File: src/rtl/sp_reset_seq.sv
// rtl/sp_reset_seq.sv - staged flop-bank reset sequencer with soft-reset handshake
//
// Purpose:
//   Holds every flop bank in reset (active-low clear) while reset is high,
//   then releases the banks one at a time, STAGE_GAP clocks apart, after the
//   reset deassertion has been synchronized to clk. In normal operation a
//   software soft-reset request re-runs the staged release and completes
//   with a 4-phase req/ack handshake.
//
// Ports:
//   clk            in   1           core clock
//   reset          in   1           asynchronous, active-high system reset
//   soft_req       in   1           soft-reset request (level, 4-phase)
//   hold           in   1           1 = freeze the release counter
//   soft_ack       out  1           soft-reset complete (level, 4-phase)
//   stage_reset_l  out  NUM_STAGES  active-low bank clears, bit k -> bank k
//   all_released   out  1           1 = every bank out of reset
//   seq_busy       out  1           1 = sequence in progress or held in reset

module sp_reset_seq #(
    parameter int NUM_STAGES = 4,
    parameter int STAGE_GAP  = 8,
    parameter int SYNC_DEPTH = 2
) (
    input  logic                  clk,
    input  logic                  reset,
    input  logic                  soft_req,
    input  logic                  hold,
    output logic                  soft_ack,
    output logic [NUM_STAGES-1:0] stage_reset_l,
    output logic                  all_released,
    output logic                  seq_busy
);

    localparam int CNT_W = (STAGE_GAP > 1) ? $clog2(STAGE_GAP) : 1;
    localparam int IDX_W = ($clog2(NUM_STAGES + 1) > 1) ? $clog2(NUM_STAGES + 1) : 1;

    localparam logic [CNT_W-1:0] CNT_LAST = CNT_W'(STAGE_GAP - 1);
    localparam logic [IDX_W-1:0] IDX_LAST = IDX_W'(NUM_STAGES - 1);

    typedef enum logic [2:0] {
        S_SYNC,
        S_RELEASE,
        S_RUN,
        S_SOFT_ASSERT,
        S_ACK
    } state_t;

    state_t                  state;
    state_t                  state_next;
    logic [CNT_W-1:0]        cnt;
    logic [CNT_W-1:0]        cnt_next;
    logic [IDX_W-1:0]        idx;
    logic [IDX_W-1:0]        idx_next;
    logic                    soft_pend;
    logic                    soft_pend_next;
    logic [NUM_STAGES-1:0]   stage_next;
    logic                    all_next;
    logic                    busy_next;
    logic                    ack_next;

    // Deassertion synchronizer: set to all-ones by reset, then drains zeros
    // from the input end so the sequencer only leaves SYNC on a clean edge.
    logic [SYNC_DEPTH-1:0]   sync;
    logic                    sync_out;

    always_ff @(posedge clk or posedge reset) begin
        if (reset) begin
            sync <= '1;
        end else begin
            sync <= {sync[SYNC_DEPTH-2:0], 1'b0};
        end
    end

    assign sync_out = sync[SYNC_DEPTH-1];

    // All state and every output are registered here; the combinational
    // block below only computes their next values.
    always_ff @(posedge clk or posedge reset) begin
        if (reset) begin
            state         <= S_SYNC;
            cnt           <= '0;
            idx           <= '0;
            soft_pend     <= 1'b0;
            stage_reset_l <= '0;
            all_released  <= 1'b0;
            seq_busy      <= 1'b1;
            soft_ack      <= 1'b0;
        end else begin
            state         <= state_next;
            cnt           <= cnt_next;
            idx           <= idx_next;
            soft_pend     <= soft_pend_next;
            stage_reset_l <= stage_next;
            all_released  <= all_next;
            seq_busy      <= busy_next;
            soft_ack      <= ack_next;
        end
    end

    always_comb begin
        state_next     = state;
        cnt_next       = cnt;
        idx_next       = idx;
        soft_pend_next = soft_pend;
        stage_next     = stage_reset_l;
        all_next       = all_released;
        busy_next      = seq_busy;
        ack_next       = soft_ack;

        case (state)
            S_SYNC: begin
                if (!sync_out) begin
                    state_next = S_RELEASE;
                    cnt_next   = '0;
                    idx_next   = '0;
                end
            end

            S_RELEASE: begin
                // hold freezes both the gap counter and the bank index, so
                // every later release slips by exactly the stalled cycles.
                if (!hold) begin
                    if (cnt == CNT_LAST) begin
                        cnt_next = '0;
                        idx_next = idx + IDX_W'(1);
                        for (int k = 0; k < NUM_STAGES; k++) begin
                            if (idx == IDX_W'(k)) begin
                                stage_next[k] = 1'b1;
                            end
                        end
                        if (idx == IDX_LAST) begin
                            all_next  = 1'b1;
                            busy_next = 1'b0;
                            if (soft_pend) begin
                                // Ack rises together with all_released.
                                ack_next   = 1'b1;
                                state_next = S_ACK;
                            end else begin
                                state_next = S_RUN;
                            end
                        end
                    end else begin
                        cnt_next = cnt + CNT_W'(1);
                    end
                end
            end

            S_RUN: begin
                // Only RUN samples soft_req; requests seen elsewhere are dropped.
                if (soft_req) begin
                    stage_next     = '0;
                    all_next       = 1'b0;
                    busy_next      = 1'b1;
                    soft_pend_next = 1'b1;
                    cnt_next       = '0;
                    state_next     = S_SOFT_ASSERT;
                end
            end

            S_SOFT_ASSERT: begin
                // Banks stay cleared for STAGE_GAP edges regardless of hold.
                if (cnt == CNT_LAST) begin
                    state_next = S_RELEASE;
                    cnt_next   = '0;
                    idx_next   = '0;
                end else begin
                    cnt_next = cnt + CNT_W'(1);
                end
            end

            S_ACK: begin
                // Leaving only on soft_req=0 prevents a held request from
                // retriggering a second soft reset.
                if (!soft_req) begin
                    ack_next       = 1'b0;
                    soft_pend_next = 1'b0;
                    state_next     = S_RUN;
                end
            end

            default: begin
                state_next = S_SYNC;
            end
        endcase
    end

endmodule

File: config.mk
export PLATFORM = sky130hd
export DESIGN_NAME = sp_reset_seq
export DESIGN_NICKNAME = d
export VERILOG_FILES = /design/src/rtl/sp_reset_seq.sv
export SDC_FILE = /design/constraint.sdc
export NUM_CORES = 1
export LEC_CHECK = 0
export ABC_AREA = 1
export ABC_CLOCK_PERIOD_IN_PS = 1500
export BUFFER_PORTS_ARGS = -buffer_cell sky130_fd_sc_hd__buf_2
export CORE_UTILIZATION = 58
export CTS_BUF_LIST = sky130_fd_sc_hd__clkbuf_8 sky130_fd_sc_hd__clkbuf_16
export DETAILED_ROUTE_END_ITERATION = 12
export GPL_TIMING_DRIVEN = 0
export PLACE_DENSITY = 0.75
export SYNTH_ARGS = -nofsm -noshare
export SYNTH_HDL_FRONTEND = slang
export SYNTH_SLANG_ARGS = --single-unit
File: constraint.sdc
create_clock -name clk -period 1.5 [get_ports clk]
set_input_delay 0.3 -clock clk [delete_from_list [all_inputs] [get_ports clk]]
set_output_delay 0.3 -clock clk [all_outputs]
set_load 0.02 [all_outputs]
After elaboration in Yosys (flattened, before gate mapping) --
Index checks and enable logic that the tools add are counted.
Storage, ports and cells: register bits 19, word-level logic and storage cells 91
Operators by class: mux-type cells 42, reductions and logical operators 16, eq/ne operators 19, $add $sub $neg 2
Operators by type and width (count):
- $mux W3 | 15
- $reduce_and A5 Y1 | 5
- $ne A2 B2 Y1 const B | 11
- $mux W1 | 16
- $pmux W3 S5 | 1
- $eq A3 B2 Y1 const B | 4
- $mux W4 | 3
- $pmux W3 S4 | 1
- $pmux W3 S3 | 1
- $pmux W1 S2 | 4
- $pmux W4 S2 | 1
- $reduce_and A7 Y1 | 1
- $add A3 B1 Y3 const B | 2
- $eq A3 B1 Y1 const B | 2
- $eq A3 B3 Y1 const B | 2
- $logic_not A3 Y1 | 2
- $reduce_and A6 Y1 | 1
- $reduce_bool A2 Y1 | 3
- $reduce_and A4 Y1 | 1
- $reduce_bool A4 Y1 | 1
- $reduce_and A3 Y1 | 1
- $reduce_bool A3 Y1 | 1

Depth between registers and ports, before layout --
Gate-level depths: netlist of run 1.
word-level depth 5, depth in mapped cells 9, mapped depth without buffers 9

Worst setup path after synthesis of run 1 --
Ideal clock, no wire load.
path type register to register, start register cnt[0], end register idx[0], cell stages (with the launch flop) 10, data arrival time 1239 ps, data required time 1383 ps, setup slack 145 ps, period minus slack after synthesis 1355 ps, buffers on the path 0, library setup time 117 ps, cell sequence dfrtp_1 ha_1 ha_1 inv_1 nand2_1 nand2_2 nor2_8 nand2_2 nand2_1 nand2_1
Between the ends: longest elaborated chain between the ends 3
RTL lines:
- start, declared | RTL line 51 | logic [CNT_W-1:0] cnt;
- start signal, assigned | RTL line 91 | cnt <= cnt_next;
- $eq A3 B3 Y1 (*) | RTL line 124, 163
- $ne A2 B2 Y1 (no line)
- $reduce_and A5 Y1 (no line) (*)
- end signal, assigned | RTL line 92 | idx <= idx_next;
- end, declared | RTL line 53 | logic [IDX_W-1:0] idx;
Every way passes the cells marked *; elsewhere a longest branch is shown, timed or not. A chain may end at the register's enable or synchronous reset.

Worst setup path in the final report of run 1 --
start register cnt[0], end register idx[2]
The elaborated chain is that of the path after synthesis.

==> impl_metrics.yaml, run 1 <==
outcome:
  status: "finished clean"
critical_path:
  worst_path_max_delay_cell: "dfrtp_1"
  crit_required_ps: 1640
  regToRegStartpoint: "cnt[0]$_DFFE_PP0P_"
  slowest_delay_ps: 400
  r2r_cells: 7
  path_cells: "ha_2 -> ha_4 -> buf_12 -> a21oi_4 -> nor2_8 -> nand3b_1 -> nand2_1"
  crit_path_end_kind: "flip-flop"
  r2r_end: "idx[2]$_DFFE_PP0P_"
  critical_path_class: "flip-flop to flip-flop"
  crit_arrival_ps: 1590
  crit_fanout: 8
  rrSetupSlack_ps: 50
  worst_setup_path_start_kind: "flip-flop"
cells_and_area:
  register_area_sq_um: 455.4
  antenna_cells: 0
  finalNetCount: 171
  drive_gt1_share_pct: 31.45
  multi_input_area_sq_um: 664.4
  fill_cells: 151
  syn2layout_area_growth_pct: 16.16
  layout.cells.non_filler: 186
sta:
  fin_skew_ps: 2.289
  fmax_mhz: 689.7
  period_share_pct: 96.66
  relSlewSlack_pct: 54.49
  slew_violations: 0
  tightestPinTransition_ps: 681.9
  holdWs_ps: 144.5
  tns_ps: 0
  hold_viol: 0
  setup_viol: 0
  finalCriticalPeriod_ps: 1450
  setup_slack_ps: 50.08
  rsz0062_at_grt: "yes"
floorplan:
  die_width_um: 47.34
  placement_rows: 16
  ioPinCount: 11
  core_area_sq_um: 1942
  start_util_pct: 61.40
  die_area_sq_um: 2241
  fp.dieH_um: 47.34
drt:
  drc: 0
  wire_per_inst_um: 11.41
  viasPerCell: 5.102
  ant_nets: 0
  wl_um: 2122
  dr.pass1.iters: 4
  drtIter0Drc: 8
  vias: 949
clocking:
  htree_levels: 1
  clock_latency_ps: 250
  clk_pin_slew_ps: 70
  clockBufferDepth: 2
  cts_tree: "done"
  cts_made_buffers: 3
  cts.sinks: 18
  root_buffer: "clkbuf_8"
yosys:
  synth_nets: 153
  synth_area_sq_um: 1192
  ys_seq_area_share_pct: 38.09
  synth_cell_types: 24
  synth-main-ff-cell: "dfrtp_1"
  ys.warnings.count: 0
  synth_seq_cells: 18
  synthTopCellsByArea: "dfrtp_1 31%, nand2_1 11%, nand3_1 8.0%"
  avgSynthCellArea_sq_um: 8.397
  synth_edf_count: 0
  synth_top_area_share_pct: 31.48
  synth_top_area_cell: "dfrtp_1"
  synthArstFlopShare_pct: 100.0
  yosysMostFrequentCell: "nand2_1"
  syn_inst: 142
  ys_top_cells_by_count: "35 x nand2_1, 19 x nand3_1, 15 x dfrtp_1, 15 x inv_1"
place:
  place.gp.congestion: 0.8720
  dp_slack_ps: -36.94
  portBuffers: 10
  hpwl_um: 1599
  place_inst: 179
power_and_ir_drop:
  p_per_area_nw_per_um2: 2217
  vdd_drop_max_mv: 1.219
  power_switching_share_pct: 48.07
  p_clk_share_pct: 12.7
  pwr-share-seq_pct: 27.9
  p_leak_nw: 0.7076
  switching_power_mw: 1.476
  p_int_mw: 1.595
  pwr-share-comb_pct: 59.3
global_routing:
  grt_pass1_wl_um: 3532
  grt_pass1_vias: 807
  grt_usage_pct: 22.85
  grt_max_degree: 19
  grt_overflow_total: 0
  antenna_found_initial: 0
job:
  max-cap-violations: 0
min_path:
  worstHoldPathType: "input pin to async pin"
flip-flops by register name, summed over array words and instances (netlist names):
name           count
cnt                3
idx                3
seq_busy           1
soft_ack           1
soft_pend          1
stage_reset_l      4
state              3
sync               2
cells by family after synthesis:
logic type                 share of synthesized area [%]
buffers and inverters                              7.450
DFF                                                38.09
other                                             0.3145
and+or+nand+nor                                    38.09
AOI/OAI and AO/OA                                  8.709
adders and majority gates                          7.345
worst max-delay path, delay by kind of cell (launching register included):
kind | cells | cell delay (ps)
flip-flops | 1 | 400
adder cells (fa/ha/maj) | 2 | 360
AND/OR/NAND/NOR | 3 | 240
AO/OA/AOI/OAI | 1 | 220
buffers and inverters | 1 | 120
area by class of cell:
type                            count  area share [%]
Buffer                              2           1.084
Inverter                           19           5.510
Tap cell                           27           2.439
Multi-Input combinational cell    103           47.97
Sequential cell                    18           32.88
Clock buffer                        4           3.975
Timing Repair Buffer               13           6.143
power groups by stage:
stage,sequential (mW),combinational [mW],clock (mW)
4_1_cts,0.848,1.79,0.404
2_1_floorplan,0.932,1.35,0
5_1_grt,0.890,2.07,0.429
3_5_place_dp,0.855,1.78,0
6_report,0.858,1.82,0.391
3_3_place_gp,0.846,1.74,0
repair_timing:
item,in CTS,in global routing
gates resized for setup,1,5
hold buffers,0,0
setup endpoints to repair,5,12
pin swaps,1,5
setup buffers,0,3
cells in the final DEF, fill, tap and decap left out:
cell type | netlist | final
buf_12 | 0 | 1
nand3_1 | 19 | 19
buf_2 | 0 | 10
clkinv_1 | 1 | 1
nor2_1 | 4 | 4
nand3_4 | 1 | 1
dfrtp_1 | 15 | 14
buf_4 | 2 | 4
nor2_4 | 3 | 3
nor2_8 | 2 | 2
o21bai_1 | 5 | 5
inv_4 | 1 | 2
o21ai_1 | 4 | 4
dfstp_2 | 3 | 3
clkbuf_8 | 0 | 4
a21oi_4 | 1 | 1
ha_4 | 0 | 1
nand2_2 | 6 | 6
inv_1 | 15 | 14
o21ai_0 | 1 | 1
nor2_2 | 1 | 1
nand3_2 | 7 | 7
conb_1 | 1 | 1
dfrtp_2 | 0 | 1
ha_2 | 0 | 1
inv_2 | 2 | 2
a21oi_1 | 5 | 5
ha_1 | 7 | 5
nand3b_1 | 1 | 1
nand2_1 | 35 | 35
per-stage QoR:
stage	area, sq um	power, mW	utilization (%)
final	1385	3.071	71.33
after global routing	1385	3.393	71.33
after CTS	1334	3.041	68.69
after detailed placement	1276	2.636	65.72
after global placement	1276	2.588	65.72
after floorplan	1192	2.284	-
metal layers:
metal,GRT usage (%),vias to the layer above,part of all wire [%]
li1,-,490,-
met1,30.12,441,47
met2,37.53,16,50
met3,3.462,2,2.5
met4,8.571,0,0.66
met5,0,-,0
worst max-delay path by stage:
stage	startpoint	end	slack, ps	cells after the start
2_1_floorplan	cnt[0]$_DFFE_PP0P_	idx[0]$_DFFE_PP0P_	140	9
3_3_place_gp	cnt[0]$_DFFE_PP0P_	idx[1]$_DFFE_PP0P_	8	9
3_5_place_dp	cnt[0]$_DFFE_PP0P_	idx[1]$_DFFE_PP0P_	-40	9
4_1_cts	cnt[0]$_DFFE_PP0P_	idx[1]$_DFFE_PP0P_	10	9
5_1_grt	cnt[1]$_DFFE_PP0P_	idx[2]$_DFFE_PP0P_	-20	7
6_report	cnt[0]$_DFFE_PP0P_	idx[2]$_DFFE_PP0P_	50	7
(Power assumes the default switching activity.)
==> run 2: changes to the inputs <==
ABC_AREA = 0   (was 1)
CORE_UTILIZATION = 55   (was 58)
CTS_BUF_LIST = default   (was sky130_fd_sc_hd__clkbuf_8 sky130_fd_sc_hd__clkbuf_16)
PLACE_DENSITY = 0.73   (was 0.75)
==> run 2 against run 1 <==
Sequential share of layout area is 8.0 points higher. Total power down 35%. Sequential power decreased by 6.8%. Clock-buffer cell count unchanged. Setup slack got worse by 24 ps. Global-route usage fell by 2.8 points. Combinational power shrank 51%. Largest cell class unchanged. Highest routed layer unchanged.
==> impl_metrics.yaml, run 2 <==
outcome:
  status: "finished clean"
clocking:
  cts_hold_buf: 0
  cts_tree: "done"
  cts_made_buffers: 3
  clk_pin_slew_ps: 110
  root_buffer: "clkbuf_4"
  htree_levels: 1
  cts.sinks: 18
  clockBufferDepth: 2
  clock_latency_ps: 300
job:
  max-cap-violations: 0
drt:
  wl_met3_um: 53
  wl_met2_um: 792
  wire_per_inst_um: 15.02
  ant_nets: 0
  dr.pass1.iters: 4
  viasPerCell: 6.045
  drt-met1-wl_um: 811
  vias: 677
  maxUsedRoutingLayer: "met4"
  drtIter0Drc: 13
  drc: 0
  wl_um: 1682
critical_path:
  startpoint: "cnt[0]$_DFFE_PP0P_"
  path_cells: "ha_2 -> ha_4 -> nand2_4 -> or3_4 -> a32o_1"
  worst_setup_path_start_kind: "flip-flop"
  critical_path_class: "flip-flop to flip-flop"
  crit_required_ps: 1690
  slowest_delay_ps: 360
  r2r_end: "idx[2]$_DFFE_PP0P_"
  r2r_cells: 5
  crit_end: "idx[2]$_DFFE_PP0P_"
  worst_path_max_delay_cell: "dfrtp_1"
  crit_fanout: 4
  regToRegStartpoint: "cnt[0]$_DFFE_PP0P_"
  crit_arrival_ps: 1660
  crit_path_end_kind: "flip-flop"
  rrSetupSlack_ps: 30
sta:
  holdWs_ps: 78.15
  setup_slack_ps: 25.64
  relSlewSlack_pct: 55.01
  rsz0062_at_grt: "yes"
  fmax_mhz: 678.3
  period_share_pct: 98.29
  setup_viol: 0
  hold_viol: 0
  finalCriticalPeriod_ps: 1474
  tns_ps: 0
  slew_violations: 0
  fin_skew_ps: 12.09
  tightestPinTransition_ps: 674.2
yosys:
  synth_cell_types: 36
  synth_area_sq_um: 954.7
  synthArstFlopShare_pct: 100.0
  syn_inst: 80
  avgSynthCellArea_sq_um: 11.93
  yosysMostFrequentCell: "dfrtp_1"
  synth_edf_count: 0
  synth_seq_cells: 18
  synthTopCellsByArea: "dfrtp_1 39%, ha_1 9.2%, dfstp_2 8.3%"
  ys_top_cells_by_count: "15 x dfrtp_1, 10 x inv_1, 7 x ha_1, 6 x a22o_1"
  synth-main-ff-cell: "dfrtp_1"
  ys_seq_area_share_pct: 47.58
  synth_top_area_share_pct: 39.32
  synth_top_area_cell: "dfrtp_1"
  synth_nets: 91
  ys.warnings.count: 0
global_routing:
  grt_overflow_total: 0
  grt_max_degree: 19
  antenna_found_initial: 0
  grt_pass1_vias: 590
  grt_pass1_wl_um: 2670
  grt_usage_pct: 20.02
cells_and_area:
  finalInstanceArea_sq_um: 1110
  syn2layout_area_growth_pct: 16.25
  finalNetCount: 108
  fill_cells: 119
  multi_input_area_sq_um: 465.4
  layout_commonest_cell: "dfrtp_1"
  antenna_cells: 0
  largest_register: "stage_reset_l"
  postLayoutCoreUtil_pct: 71.19
  drive_gt1_share_pct: 36.46
  layout_common_cells: "15 x dfrtp_1, 11 x buf_2, 10 x inv_1"
  register_area_sq_um: 454.2
  largest_register_ffs: 4
place:
  portBuffers: 10
  postPlaceCellArea_sq_um: 1025
  dp_slack_ps: -68.68
  place.gp.congestion: 0.8438
  hpwl_um: 1222
min_path:
  worstHoldPathType: "input pin to async pin"
power_and_ir_drop:
  p_leak_nw: 0.5351
  p_per_area_nw_per_um2: 1801
  vdd_drop_max_mv: 0.9328
floorplan:
  placement_rows: 14
  ioPinCount: 11
  start_util_pct: 61.24
  fp.dieH_um: 43.66
  core_area_sq_um: 1559
  die_area_sq_um: 1906
  die_width_um: 43.66
run 2: cell count changes after synthesis, moves of 3 or more:
cell      before  now
a21oi_1        5    1
a22o_1         0    6
a32o_1         0    3
inv_1         15   10
nand2_1       35    1
nand2_2        6    1
nand3_1       19    1
nand3_2        7    0
nor2_4         3    0
o21ai_1        4    0
o21bai_1       5    0
run 2: where the power goes:
| part | leakage [nW] | internal, mW | switching [mW] |
|---|---|---|---|
| clock | 0.0210 | 0.148 | 0.153 |
| combinational | 0.298 | 0.437 | 0.460 |
| sequential | 0.216 | 0.665 | 0.135 |
run 2: how the worst min path moves through the flow:
stage,startpoint,end,slack [ps],cells past startpoint
2_1_floorplan,reset,cnt[0]$_DFFE_PP0P_,240,1
3_3_place_gp,sync[0]$_DFF_PP1_,sync[1]$_DFF_PP1_,350,0
3_5_place_dp,sync[0]$_DFF_PP1_,sync[1]$_DFF_PP1_,350,0
4_1_cts,reset,cnt[2]$_DFFE_PP0P_,100,2
5_1_grt,reset,cnt[2]$_DFFE_PP0P_,120,2
6_report,reset,stage_reset_l[1]$_DFFE_PP0P_,80,2
run 2: cell type report:
| type | instances | area share [%] |
|---|---|---|
| Buffer | 4 | 2.819 |
| Sequential cell | 18 | 40.92 |
| Multi-Input combinational cell | 48 | 41.94 |
| Timing Repair Buffer | 12 | 5.862 |
| Tap cell | 16 | 1.804 |
| Clock buffer | 4 | 3.269 |
| Inverter | 10 | 3.382 |
run 2: critical path, delay by kind of cell (launching register included):
kind                     cells  cell delay, ps
AND/OR/NAND/NOR              2             400
flip-flops                   1             360
adder cells (fa/ha/maj)      2             360
AO/OA/AOI/OAI                1             250
run 2: what timing repair did:
action                                  4_1_cts  5_1_grt
gates resized for setup                       3        3
endpoints found under the setup margin        6        8
setup buffers                                 2        0
pin swaps                                     1        2
run 2: cell families (layout without fill, tap and decap cells):
kind of cell | count (synthesis) | count (layout) | synth area share, %
flip-flops | 18 | 18 | 47.58
buffers and inverters | 14 | 30 | 7.208
multiplexers | 3 | 3 | 3.277
other | 1 | 1 | 0.3928
AND/OR/NAND/NOR | 18 | 18 | 15.47
AO/OA/AOI/OAI | 19 | 19 | 16.91
adder cells (fa/ha/maj) | 7 | 7 | 9.174
run 2: per-stage QoR:
step	cells	total power, mW
2_1_floorplan	80	1.395
3_3_place_gp	106	1.579
3_5_place_dp	106	1.616
4_1_cts	112	1.986
5_1_grt	112	2.145
6_report	112	1.999
run 2: per-layer routing:
metal,vias up,track usage [%]
met1,327,26.29
met3,6,6.250
met2,17,30.15
li1,327,-
met5,-,0
met4,0,9.375
==> run 3: changes to the inputs <==
CELL_PAD_IN_SITES_DETAIL_PLACEMENT = 1   (was default)
CELL_PAD_IN_SITES_GLOBAL_PLACEMENT = 2   (was default)
CORE_UTILIZATION = 37   (was 55)
MAX_ROUTING_LAYER = met4   (was default)
PLACE_DENSITY = 0.72   (was 0.73)
==> run 3 against run 2 <==
Die area up 46%. Total power grew 2.4%. Global-route usage is 1.8 points lower. Sequential power is 1% higher. Critical path depth unchanged. Utilization shrank 24 points. Setup slack got worse by 5.4 ps. Clock power rose by 4%. Via count shrank 1.3%. Register-to-register slack barely moved. Combinational power increased by 2.7%.
==> impl_metrics.yaml, run 3 (synthesized netlist as in run 2, its figures left out) <==
outcome:
  status: "finished clean"
sta:
  rsz0062_at_grt: "yes"
  period_share_pct: 98.65
  setup_slack_ps: 20.24
  tightestPinTransition_ps: 678.9
  hold_viol: 0
  setup_viol: 0
  finalCriticalPeriod_ps: 1480
  fin_skew_ps: 7.126
  relSlewSlack_pct: 54.69
  fmax_mhz: 675.8
  slew_violations: 0
cells_and_area:
  syn2layout_area_growth_pct: 21.76
  antenna_cells: 0
  postLayoutCoreUtil_pct: 47.35
  layout_commonest_cell: "dfrtp_1"
  drive_gt1_share_pct: 41.41
  finalNetCount: 111
  layout_common_cells: "14 x dfrtp_1, 11 x buf_2, 10 x inv_1"
  largest_register_ffs: 4
  largest_register: "stage_reset_l"
critical_path:
  worst_path_max_delay_cell: "dfrtp_1"
  crit_required_ps: 1700
  path_cells: "ha_2 -> ha_4 -> nand2_4 -> or3_4 -> a32o_1"
  worst_setup_path_start_kind: "flip-flop"
  slowest_delay_ps: 370
  crit_fanout: 3
  crit_path_end_kind: "flip-flop"
  crit_arrival_ps: 1680
  critical_path_class: "flip-flop to flip-flop"
floorplan:
  ioPinCount: 11
  fp.dieH_um: 52.80
  start_util_pct: 38.89
  placement_rows: 18
  die_area_sq_um: 2787
  core_area_sq_um: 2455
  die_width_um: 52.80
drt:
  ant_nets: 0
  drc: 0
  vias: 668
  drtIter0Drc: 5
  dr.pass1.iters: 4
  wl_um: 1917
  wire_per_inst_um: 14.86
  viasPerCell: 5.178
clocking:
  clock_latency_ps: 310
  clk_pin_slew_ps: 110
  cts_tree: "done"
  clockBufferDepth: 2
  cts_hold_buf: 0
  htree_levels: 1
  root_buffer: "clkbuf_4"
  cts_made_buffers: 3
  cts.sinks: 18
power_and_ir_drop:
  p_clk_share_pct: 15.3
  switching_power_mw: 0.7751
  p_int_mw: 1.272
  power_switching_share_pct: 37.87
  pwr-share-comb_pct: 45.1
  p_per_area_nw_per_um2: 1761
  vdd_drop_max_mv: 0.8669
  pwr-share-seq_pct: 39.7
  p_leak_nw: 0.5533
global_routing:
  antenna_found_initial: 0
  grt_pass1_vias: 718
  grt_max_degree: 19
  grt_pass1_wl_um: 3436
  grt_overflow_total: 0
  grt_usage_pct: 18.19
place:
  portBuffers: 10
  dp_slack_ps: -93.15
  hpwl_um: 1397
  place.gp.congestion: 0.7683
min_path:
  worstHoldPathType: "input pin to async pin"
job:
  max-cap-violations: 0
==> run 3: cell types whose count changed in the layout (fill, tap and decap cells not counted), sizes merged <==
cell	before	now
buf	16	19
==> run 3: layout make-up <==
type                            count  area [sq um]
Fill cell                         275          1292
Inverter                           10         37.54
Tap cell                           30         37.54
Sequential cell                    18         455.4
Buffer                              4         31.28
Clock buffer                        4         36.28
Multi-Input combinational cell     48         476.7
Timing Repair Buffer               15         87.58
==> run 3: power groups by stage <==
stage               logic, mW  registers (mW)  clock network, mW
floorplan               0.512           0.884                  0
global placement        0.797           0.804                  0
detailed placement      0.815           0.817                  0
CTS                     0.899           0.812              0.321
global route             1.03           0.837              0.352
finish                  0.922           0.812              0.313
==> run 3: worst paths after layout <==
| path | start | slack (ps) | to | cells after the start |
|---|---|---|---|---|
| worst min register to register | sync[0]$_DFF_PP1_ | 360 | sync[1]$_DFF_PP1_ | 0 |
| worst max register to register | cnt[1]$_DFFE_PP0P_ | 20 | idx[1]$_DFFE_PP0P_ | 5 |
| min in group clk | soft_req | 360 | state[2]$_DFFE_PP0P_ | 2 |
| worst min-delay path | reset | 70 | state[0]$_DFFE_PP0P_ | 2 |
| worst max-delay path | cnt[1]$_DFFE_PP0P_ | 20 | idx[1]$_DFFE_PP0P_ | 5 |
| max in group asynchronous | reset | 960 | state[1]$_DFFE_PP0P_ | 2 |
==> run 3: worst max-delay path: cells and delay by family (launching register included) <==
family / cells / cell delay (ps)
AOI/OAI and AO/OA: 1 / 260
adders and majority gates: 2 / 360
DFF: 1 / 370
and+or+nand+nor: 2 / 390
==> run 3: what timing repair did <==
| action | in CTS | in global routing |
|---|---|---|
| setup buffers | 3 | 2 |
| pin swaps | 4 | 6 |
| setup endpoints to repair | 8 | 8 |
| gates resized for setup | 5 | 4 |
==> run 3: through the flow <==
step,hold WS (ps),cell area [sq um],std cells,TNS (ps),power (mW)
detailed placement,348.2,1042,120,-321.5,1.631
global placement,346.7,1042,120,-230.3,1.602
floorplan,236.4,954.7,80,0,1.395
global route,124.8,1162,129,-72.46,2.221
finish,71.73,1162,129,0,2.047
CTS,96.66,1126,127,0,2.032
==> run 3: per-layer routing <==
metal  share of wire, %  global-route usage, %
met5                  0                      -
met3                2.6                  5.217
met1                 48                  22.58
met2                 48                  27.43
met4                1.4                  7.895
